===== config.mk =====
export PLATFORM = sky130hd
export DESIGN_NAME = processador_gen
export DESIGN_NICKNAME = d
export VERILOG_FILES = /design/src/rtl/processador_gen.sv
export SDC_FILE = /design/constraint.sdc
export NUM_CORES = 1
export LEC_CHECK = 0
export CAP_MARGIN = 20
export CORE_MARGIN = 2
export CORE_UTILIZATION = 41
export CTS_CLUSTER_DIAMETER = 150
export DETAILED_ROUTE_END_ITERATION = 8
export GPL_TIMING_DRIVEN = 0
export PLACE_DENSITY = 0.62
export SYNTH_ARGS = -nofsm -noshare
export SYNTH_HDL_FRONTEND = slang
export SYNTH_SLANG_ARGS = --single-unit

===== constraint.sdc =====
create_clock -name clk -period 3.65 [get_ports clk]
set_input_delay 0.365 -clock clk [delete_from_list [all_inputs] [get_ports clk]]
set_output_delay 0.365 -clock clk [all_outputs]
set_load 0.005 [all_outputs]

===== src/rtl/processador_gen.sv =====
// processador_gen: multicycle accumulator CPU, FETCH/DECODE/EXEC(/MEM).
// Define PROCESSADOR_GEN_BRANCH_EN to enable the JZ conditional branch.
module processador_gen #(
  parameter int DATA_W  = 8,
  parameter int NREGS   = 4,
  parameter int PROG_AW = 8,
  parameter int DMEM_AW = 8
) (
  input  logic               clk,
  input  logic               rst,
  output logic [PROG_AW-1:0] prom_addr,
  input  logic [15:0]        prom_data,
  output logic [DMEM_AW-1:0] dmem_addr,
  output logic [DATA_W-1:0]  dmem_wdata,
  output logic               dmem_we,
  input  logic [DATA_W-1:0]  dmem_rdata,
  input  logic [DATA_W-1:0]  stdin,
  output logic [DATA_W-1:0]  stdout,
  output logic               out_valid,
  output logic [1:0]         flags,
  output logic               halted
);

  localparam int RI = (NREGS > 1) ? $clog2(NREGS) : 1;
  localparam logic [4:0] NR5 = 5'(NREGS);

  localparam logic [3:0] OP_NOP   = 4'd0;
  localparam logic [3:0] OP_ADD   = 4'd1;
  localparam logic [3:0] OP_SUB   = 4'd2;
  localparam logic [3:0] OP_AND   = 4'd3;
  localparam logic [3:0] OP_OR    = 4'd4;
  localparam logic [3:0] OP_NOT   = 4'd5;
  localparam logic [3:0] OP_XOR   = 4'd6;
  localparam logic [3:0] OP_CLEAR = 4'd7;
  localparam logic [3:0] OP_MOVI  = 4'd8;
  localparam logic [3:0] OP_LOAD  = 4'd9;
  localparam logic [3:0] OP_STORE = 4'd10;
  localparam logic [3:0] OP_OUT   = 4'd11;
  localparam logic [3:0] OP_IN    = 4'd12;
  localparam logic [3:0] OP_JMP   = 4'd13;
  localparam logic [3:0] OP_JZ    = 4'd14;
  localparam logic [3:0] OP_HALT  = 4'd15;

  typedef enum logic [2:0] {
    S_FETCH,
    S_DECODE,
    S_EXEC,
    S_MEM,
    S_HALT
  } state_t;

  state_t r_state;
  state_t w_next;

  logic [PROG_AW-1:0] r_pc;
  logic [15:0]        r_ir;
  logic [DATA_W-1:0]  r_regs [NREGS];
  logic               r_carry;
  logic               r_zero;
  logic [DATA_W-1:0]  r_stdout;
  logic               r_out_valid;

  logic [3:0]        w_op;
  logic [3:0]        w_r;
  logic [7:0]        w_imm;
  logic [DATA_W-1:0] w_imm_ext;
  logic              w_r_ok;
  logic [DATA_W-1:0] w_acc;
  logic [DATA_W-1:0] w_rdata;
  logic [DATA_W:0]   w_sum;
  logic [DATA_W:0]   w_diff;
  logic [DATA_W-1:0] w_alu;
  logic              w_alu_c;
  logic              w_alu_en;
  logic              w_rf_we;
  logic [RI-1:0]     w_rf_idx;
  logic [DATA_W-1:0] w_rf_wdata;
  logic              w_exec;
  logic              w_jump;

  assign w_op      = r_ir[15:12];
  assign w_r       = r_ir[11:8];
  assign w_imm     = r_ir[7:0];
  assign w_imm_ext = DATA_W'(w_imm);
  assign w_exec    = (r_state == S_EXEC);

  // Out-of-range register selects read as zero
  assign w_r_ok  = ({1'b0, w_r} < NR5);
  assign w_rdata = w_r_ok ? r_regs[w_r[RI-1:0]] : '0;
  assign w_acc   = r_regs[0];

  assign w_sum  = {1'b0, w_acc} + {1'b0, w_rdata};
  assign w_diff = {1'b0, w_acc} - {1'b0, w_rdata};

  always_comb begin
    w_alu    = '0;
    w_alu_c  = 1'b0;
    w_alu_en = 1'b0;
    unique case (w_op)
      OP_ADD: begin
        w_alu    = w_sum[DATA_W-1:0];
        w_alu_c  = w_sum[DATA_W];
        w_alu_en = 1'b1;
      end
      OP_SUB: begin
        w_alu    = w_diff[DATA_W-1:0];
        w_alu_c  = w_diff[DATA_W];
        w_alu_en = 1'b1;
      end
      OP_AND: begin
        w_alu    = w_acc & w_rdata;
        w_alu_en = 1'b1;
      end
      OP_OR: begin
        w_alu    = w_acc | w_rdata;
        w_alu_en = 1'b1;
      end
      OP_NOT: begin
        w_alu    = ~w_rdata;
        w_alu_en = 1'b1;
      end
      OP_XOR: begin
        w_alu    = w_acc ^ w_rdata;
        w_alu_en = 1'b1;
      end
      default: begin
        w_alu_en = 1'b0;
      end
    endcase
  end

  always_comb begin
    w_rf_we    = 1'b0;
    w_rf_idx   = w_r[RI-1:0];
    w_rf_wdata = '0;
    if (r_state == S_MEM) begin
      w_rf_we    = w_r_ok;
      w_rf_wdata = dmem_rdata;
    end else if (w_exec) begin
      if (w_alu_en) begin
        w_rf_we    = 1'b1;
        w_rf_idx   = '0;
        w_rf_wdata = w_alu;
      end else begin
        unique case (w_op)
          OP_CLEAR: begin
            w_rf_we = w_r_ok;
          end
          OP_MOVI: begin
            w_rf_we    = w_r_ok;
            w_rf_wdata = w_imm_ext;
          end
          OP_IN: begin
            w_rf_we    = w_r_ok;
            w_rf_wdata = stdin;
          end
          default: begin
            w_rf_we = 1'b0;
          end
        endcase
      end
    end
  end

`ifdef PROCESSADOR_GEN_BRANCH_EN
  assign w_jump = (w_op == OP_JMP) ||
                  ((w_op == OP_JZ) && r_zero);
`else
  assign w_jump = (w_op == OP_JMP);
`endif

  always_ff @(posedge clk or negedge rst) begin
    if (!rst) begin
      r_state <= S_FETCH;
    end else begin
      r_state <= w_next;
    end
  end

  always_comb begin
    w_next = r_state;
    unique case (r_state)
      S_FETCH:  w_next = S_DECODE;
      S_DECODE: w_next = S_EXEC;
      S_EXEC: begin
        if (w_op == OP_LOAD) begin
          w_next = S_MEM;
        end else if (w_op == OP_HALT) begin
          w_next = S_HALT;
        end else begin
          w_next = S_FETCH;
        end
      end
      S_MEM:    w_next = S_FETCH;
      S_HALT:   w_next = S_HALT;
      default:  w_next = S_FETCH;
    endcase
  end

  always_ff @(posedge clk or negedge rst) begin
    if (!rst) begin
      for (int i = 0; i < NREGS; i++) begin
        r_regs[i] <= '0;
      end
    end else if (w_rf_we) begin
      r_regs[w_rf_idx] <= w_rf_wdata;
    end
  end

  always_ff @(posedge clk or negedge rst) begin
    if (!rst) begin
      r_pc        <= '0;
      r_ir        <= '0;
      r_carry     <= 1'b0;
      r_zero      <= 1'b0;
      r_stdout    <= '0;
      r_out_valid <= 1'b0;
    end else begin
      r_out_valid <= 1'b0;
      if (r_state == S_DECODE) begin
        r_ir <= prom_data;
      end
      if (w_exec) begin
        if (w_jump) begin
          r_pc <= w_imm[PROG_AW-1:0];
        end else if (w_op != OP_HALT) begin
          r_pc <= r_pc + PROG_AW'(1);
        end
        if (w_alu_en) begin
          r_carry <= w_alu_c;
          r_zero  <= (w_alu == '0);
        end
        if (w_op == OP_OUT) begin
          r_stdout    <= w_rdata;
          r_out_valid <= 1'b1;
        end
      end
    end
  end

  // Strobe is decoded from state so reset drops it asynchronously
  assign dmem_we    = w_exec && (w_op == OP_STORE);
  assign dmem_addr  = w_imm[DMEM_AW-1:0];
  assign dmem_wdata = w_rdata;
  assign prom_addr  = r_pc;
  assign stdout     = r_stdout;
  assign out_valid  = r_out_valid;
  assign flags      = {r_carry, r_zero};
  assign halted     = (r_state == S_HALT);

endmodule


# Word level (Yosys, flattened, before mapping)
# Cells that the tools add are included.
[word_totals] ff_bits=70 output_inout_bits=37
[op_classes] add_sub_neg=3 magnitude_cmp=4 eq_ne=19 mux=28 bitwise_logic=6 n_reduce_logical=10
[op_table] cell="2-to-1 mux 8 bit" count=9
[op_table] cell="one-hot mux 8 bit (6 select lines)" count=1
[op_table] cell="bitwise mux 32 bit" count=1
[op_table] cell="equality test 4 bit, second input constant" count=7
[op_table] cell="binary-select mux 8 bit (select 2 bit)" count=1
[op_table] cell="demux 8 bit (select 2 bit)" count=1
[op_table] cell="equality test 4 x 3 -> 1 bit, second input constant" count=4
[op_table] cell="one-hot mux 8 bit (2 select lines)" count=1
[op_table] cell="one-hot mux 3 bit (4 select lines)" count=1
[op_table] cell="adder 8 x 8 -> 9 bit" count=1
[op_table] cell="subtractor 8 x 8 -> 9 bit" count=1
[op_table] cell="adder 8 x 1 -> 8 bit, second input constant" count=1
[op_table] cell="AND 8 bit" count=1
[op_table] cell="equality test 4 x 2 -> 1 bit, second input constant" count=2
[op_table] cell="logical NOT 8 bit" count=1
[op_table] cell="NOT 8 bit" count=1
[op_table] cell="bitwise OR 8 bit" count=1
[op_table] cell="bitwise XOR 8 bit" count=1
[op_table] cell="2-to-1 mux 1 bit" count=7
[op_table] cell="equality test 3 x 2 -> 1 bit, second input constant" count=2
[op_table] cell="greater-or-equal comparator 3 bit, second input constant" count=2
[op_table] cell="2-to-1 mux 2 bit" count=3
[op_table] cell="2-to-1 mux 3 bit" count=2
[op_table] cell="NOT 2 -> 3 bit" count=2
[op_table] cell="13 further kinds" count=16

# Longest topological paths before layout
# Gate-level depths: netlist of the first run.
[logic_depth] word_depth=12 mapped_depth=14

# Worst setup path after synthesis of the first run
# No wires, ideal clock.
[synth_timing] path_type="register -> register" start="register r_ir[8]" end="register r_regs[22] (netlist name)" setup_ps=125 arrival_time_ps=3215 t_required_ps=3525 slack_ps=311 path_stages_with_launch=14 n_path_buf=1 cell_sequence="dfrtp_1 -> buf_6 -> or3_4 -> o22ai_1 -> ha_1 -> inv_1 -> fa_1 -> or3b_1 -> a31oi_1 -> o21ai_1 -> a32oi_1 -> a2111oi_0 -> o21ai_1 -> mux2_2"
[synth_between] elab_chain_cells=11
[synth_lines] element="start, declared" line_no="56" rtl="logic [15:0] r_ir;"
[synth_lines] element="start signal, assigned" line_no="221" rtl="r_ir <= prom_data;"
[synth_lines] element="NOT 2 -> 3 bit (not written as such)" line_no="89" rtl="assign w_rdata = w_r_ok ? r_regs[w_r[RI-1:0]] : '0;"
[synth_lines] element="binary-select mux 8 bit (select 2 bit)" line_no="89"
[synth_lines] element="2-to-1 mux 8 bit (not written as such) (2 in a row)" line_no="89"
[synth_lines] element="2-to-1 mux 8 bit (*)" line_no="89"
[synth_lines] element="via dmem_wdata[0]" line_no="14" rtl="output logic [DATA_W-1:0] dmem_wdata,"
[synth_lines] element="subtractor 8 x 8 -> 9 bit / adder 8 x 8 -> 9 bit (equally long branches)" line_no="93, 92"
[synth_lines] element="one-hot mux 8 bit (6 select lines) (*)" line_no="99" rtl="unique case (w_op)"
[synth_lines] element="2-to-1 mux 8 bit (*)" line_no="140" rtl="if (w_alu_en) begin"
[synth_lines] element="2-to-1 mux 8 bit (*)" line_no="139" rtl="end else if (w_exec) begin"
[synth_lines] element="2-to-1 mux 8 bit (*)" line_no="136" rtl="if (r_state == S_MEM) begin"
[synth_lines] element="bitwise mux 32 bit (*)" line_no="206" rtl="r_regs[w_rf_idx] <= w_rf_wdata;"
[synth_lines] element="end signal, assigned by index" line_no="206"
[synth_lines] element="end, declared" line_no="57" rtl="logic [DATA_W-1:0] r_regs [NREGS];"
# Mark *: on every way through the listed nets, which the timed path passes. The rest lies on a longest branch. The select of a mux whose other input is x is not followed.
# A chain may end at the register's enable or synchronous reset.

# Worst setup path in the final report of the first run
[layout_timing] start="register r_ir[8]" end="register r_zero"
[layout_between] elab_chain_cells=8
[layout_lines] element="NOT 2 -> 3 bit (not written as such)" line_no="89"
[layout_lines] element="binary-select mux 8 bit (select 2 bit)" line_no="89"
[layout_lines] element="2-to-1 mux 8 bit (not written as such) (2 in a row)" line_no="89"
[layout_lines] element="2-to-1 mux 8 bit (*)" line_no="89"
[layout_lines] element="subtractor 8 x 8 -> 9 bit, or another cell as far along" line_no="93" rtl="assign w_diff = {1'b0, w_acc} - {1'b0, w_rdata};"
[layout_lines] element="one-hot mux 8 bit (6 select lines) (*)" line_no="99"
[layout_lines] element="logical NOT 8 bit (*)" line_no="231" rtl="r_zero <= (w_alu == '0);"
[layout_lines] element="end signal, assigned" line_no="231"
[layout_lines] element="end, declared" line_no="59" rtl="logic r_zero;"
# Mark *: on every way between the ends. The rest lies on a longest branch, timed or not. The select of a mux whose other input is x is not followed.

==> results of run 1 <==
## stage by stage
| step | setup WS, ns | cell area, um2 | TNS [ns] | util [%] | total power [mW] |
|---|---|---|---|---|---|
| after floorplan | 0.311 | 4880 | 0 | - | 3.28 |
| after global placement | -0.350 | 5760 | -15.95 | 50.0 | 4.23 |
| after detailed placement | -0.370 | 5750 | -2.76 | 50.0 | 4.28 |
| after CTS | 0.0159 | 6130 | 0 | 53.2 | 5.30 |
| after global routing | -0.00403 | 6200 | -0.00787 | 53.8 | 5.78 |
| final | 0.0709 | 6200 | 0 | 53.8 | 5.38 |
## area by class of cell
type / count / area [um2]
fill: 1074 / 5320
multi-input combinational: 387 / 2880
sequential: 70 / 1750
timing repair buffer: 73 / 721
clock buffer: 10 / 229
buffer: 38 / 226
tap: 143 / 179
inverter: 32 / 120
clock inverter: 6 / 93.8
## state kept, by name, summed over array words and instances (netlist names)
signal     count
stdout         8
r_ir          16
r_state        3
r_regs        24
prom_addr      8
r_zero         1
out_valid      1
r_carry        1
w_acc          8
## path summary, 6_finish.rpt
path,to,cells past startpoint,from,slack [ns]
worst min-delay path,r_ir[4],1,rst,0.15
worst max register to register,r_zero,12,r_ir[8],0.07
worst max-delay path,r_zero,12,r_ir[8],0.07
worst min register to register,stdout[0],2,stdout[0],0.48
min in group clk,stdout[0],2,stdout[0],0.48
max in group asynchronous,w_acc[5],1,rst,2.92
## kinds of logic after synthesis
kind of cell,after synthesis,share of synthesized area [%]
AND/OR/NAND/NOR,159,16.8
AO/OA/AOI/OAI,143,19.2
buffers and inverters,71,7.21
flip-flops,70,35.9
multiplexers,57,13.4
adder cells (fa/ha/maj),27,7.23
XOR/XNOR,1,0.180
## layer usage
metal	vias up	part of all wire [%]
met1	2145	46
li1	2069	-
met3	25	4.5
met5	-	0
met4	0	2.7
met2	146	47
## layout by cell type (no fill, tap or decap), drive strengths merged, types with 3 or more instances in the layout
cell type,instances
clkdlybuf4s50,69
nor2b,10
a221o,3
a22o,4
nor3b,5
nand2,42
clkbuf,19
nor3,8
o22ai,8
nand2b,3
a31oi,11
o21ai,44
dfrtp,70
o211ai,3
or3b,4
mux2i,17
nand3,19
nor4b,5
nand4,3
nor2,37
and3,5
inv,33
and2,5
mux4,3
buf,33
mux2,37
o21bai,3
ha,25
a211oi,6
a21oi,33
or3,5
a22oi,3
## timing repair
| action | in CTS | in global routing |
|---|---|---|
| pin swaps | 1 | 3 |
| setup buffers | 2 | 1 |
| gates resized for setup | 8 | 15 |
| setup endpoints to repair | 14 | 18 |
## power by group
group	switching [mW]	total, mW	internal [mW]
sequential	0.286	1.36	1.08
combinational	1.67	3.05	1.38
clock	0.363	0.968	0.605
total	2.32	5.38	3.06
## critical path, stage by stage, from the launching register on
cell	delay [ns]
dfrtp_1	0.37
buf_6	0.14
or3_4	0.46
o22ai_4	0.24
inv_2	0.14
ha_1	0.37
a211oi_2	0.37
nor3_1	0.14
o21ai_1	0.15
a21oi_1	0.08
o32a_1	0.37
or4b_1	0.52
o21ai_1	0.14
==> flow_summary.ini, run 1 <==
[status]
status = complete, but fails checks
violations = DRC

[routing]
postRouteAntennaNets = 0
drc = 2
drt_iter0_drc = 344
dr.pass1.iters = 7
routed_wl_um = 14300
vias = 4385
via_per_inst = 5.78
wire_per_inst_um = 18.9

[synthesis]
syn_nets = 589
synth.area.top_cells = dfrtp_1, mux2_2, ha_1
synthCells = 528
synth_ff_type = dfrtp_1
ys_seq_elements = 70
synth_cell_types = 69
synth_area_leader_cell = dfrtp_1
synth_top_area_share_pct = 35.9
synth_common_cells = dfrtp_1, nand2_1, nor2_1
yosysSeqAreaShare_pct = 35.9
avgSynthCellArea_um2 = 9.24
netlist_area_um2 = 4880
synth-edff-count = 0
synth_warnings = 0
synth-async-reset-ratio_pct = 100
yosysMostFrequentCell = dfrtp_1

[sta]
max_freq_ghz = 0.279
hold_slack_ns = 0.151
drv_slew = 0
layout_min_cycle_time_ns = 3.58
post-route-period-util_pct = 98.1
setup_viol = 0
final.setup_skew_ns = 0.0112
maxSlewHeadroom_pct = 26.4
tightest_slew_ns = 1.09
hold_violations = 0

[hold_path]
hold_class = in -> async

[grt]
use_met2_pct = 36.4
grt_max_degree = 71
grt_overflow = 0
busiest_layer = met2
grt_pass1_vias = 4348
grt_pass1_wl_um = 23300
grt_usage_pct = 23.1
gr-usage-met3_pct = 3.00
antenna_found_initial = 0
gr-usage-met1_pct = 32.8

[final_layout]
nets = 672
drive_gt1_share_pct = 18.7
antennaDiodeCount = 0
stdcell_count = 759
syn_to_final_growth_pct = 27.0

[clock_tree]
cts_buffer_depth = 2
numCtsBuffers = 9
h-tree-depth = 3
root_buffer = clkbuf_16
clkLatencyLatePin_ns = 0.34
ctsHoldBuffers = 0
cts_tree = yes
clkTransAtPathRegs_ns = 0.07
cts_sinks = 70

[power_and_ir_drop]
cellLeakagePower_nw = 2.61
ir_drop_mv = 0.392
cellPowerDensity_nw_per_um2 = 868

[critical_path]
start_kind = register
required_ns = 3.91
endpoint_kind = register
crit_fanout = 10
crit_arrival_ns = 3.84
worstSetupPathType = reg -> reg

[flow_run]
max_cap_viol_count = 0

[floorplanning]
ios = 71
coreArea_um2 = 11500
rows = 39
start_util_pct = 42.4
die_y_um = 113
die_w_um = 113
dieArea_um2 = 12800

[place]
dp_cells = 741
dp_hpwl_um = 10900
place.gp.congestion = 0.954
io_buffers = 70
(Power assumes the default switching activity.)
==> inputs of run 2 (changes only) <==
==> constraint.sdc (replaced) <==
create_clock -name clk -period 3.65 [get_ports clk]
set_input_delay 0.73 -clock clk [delete_from_list [all_inputs] [get_ports clk]]
set_output_delay 0.73 -clock clk [all_outputs]
set_load 0.005 [all_outputs]
==> results of run 2 <==
The final DEF is identical to that of run 1. Status: complete, but fails checks: DRC.
Main changes from that run: hold slack 0.151 ns -> 0.481 ns
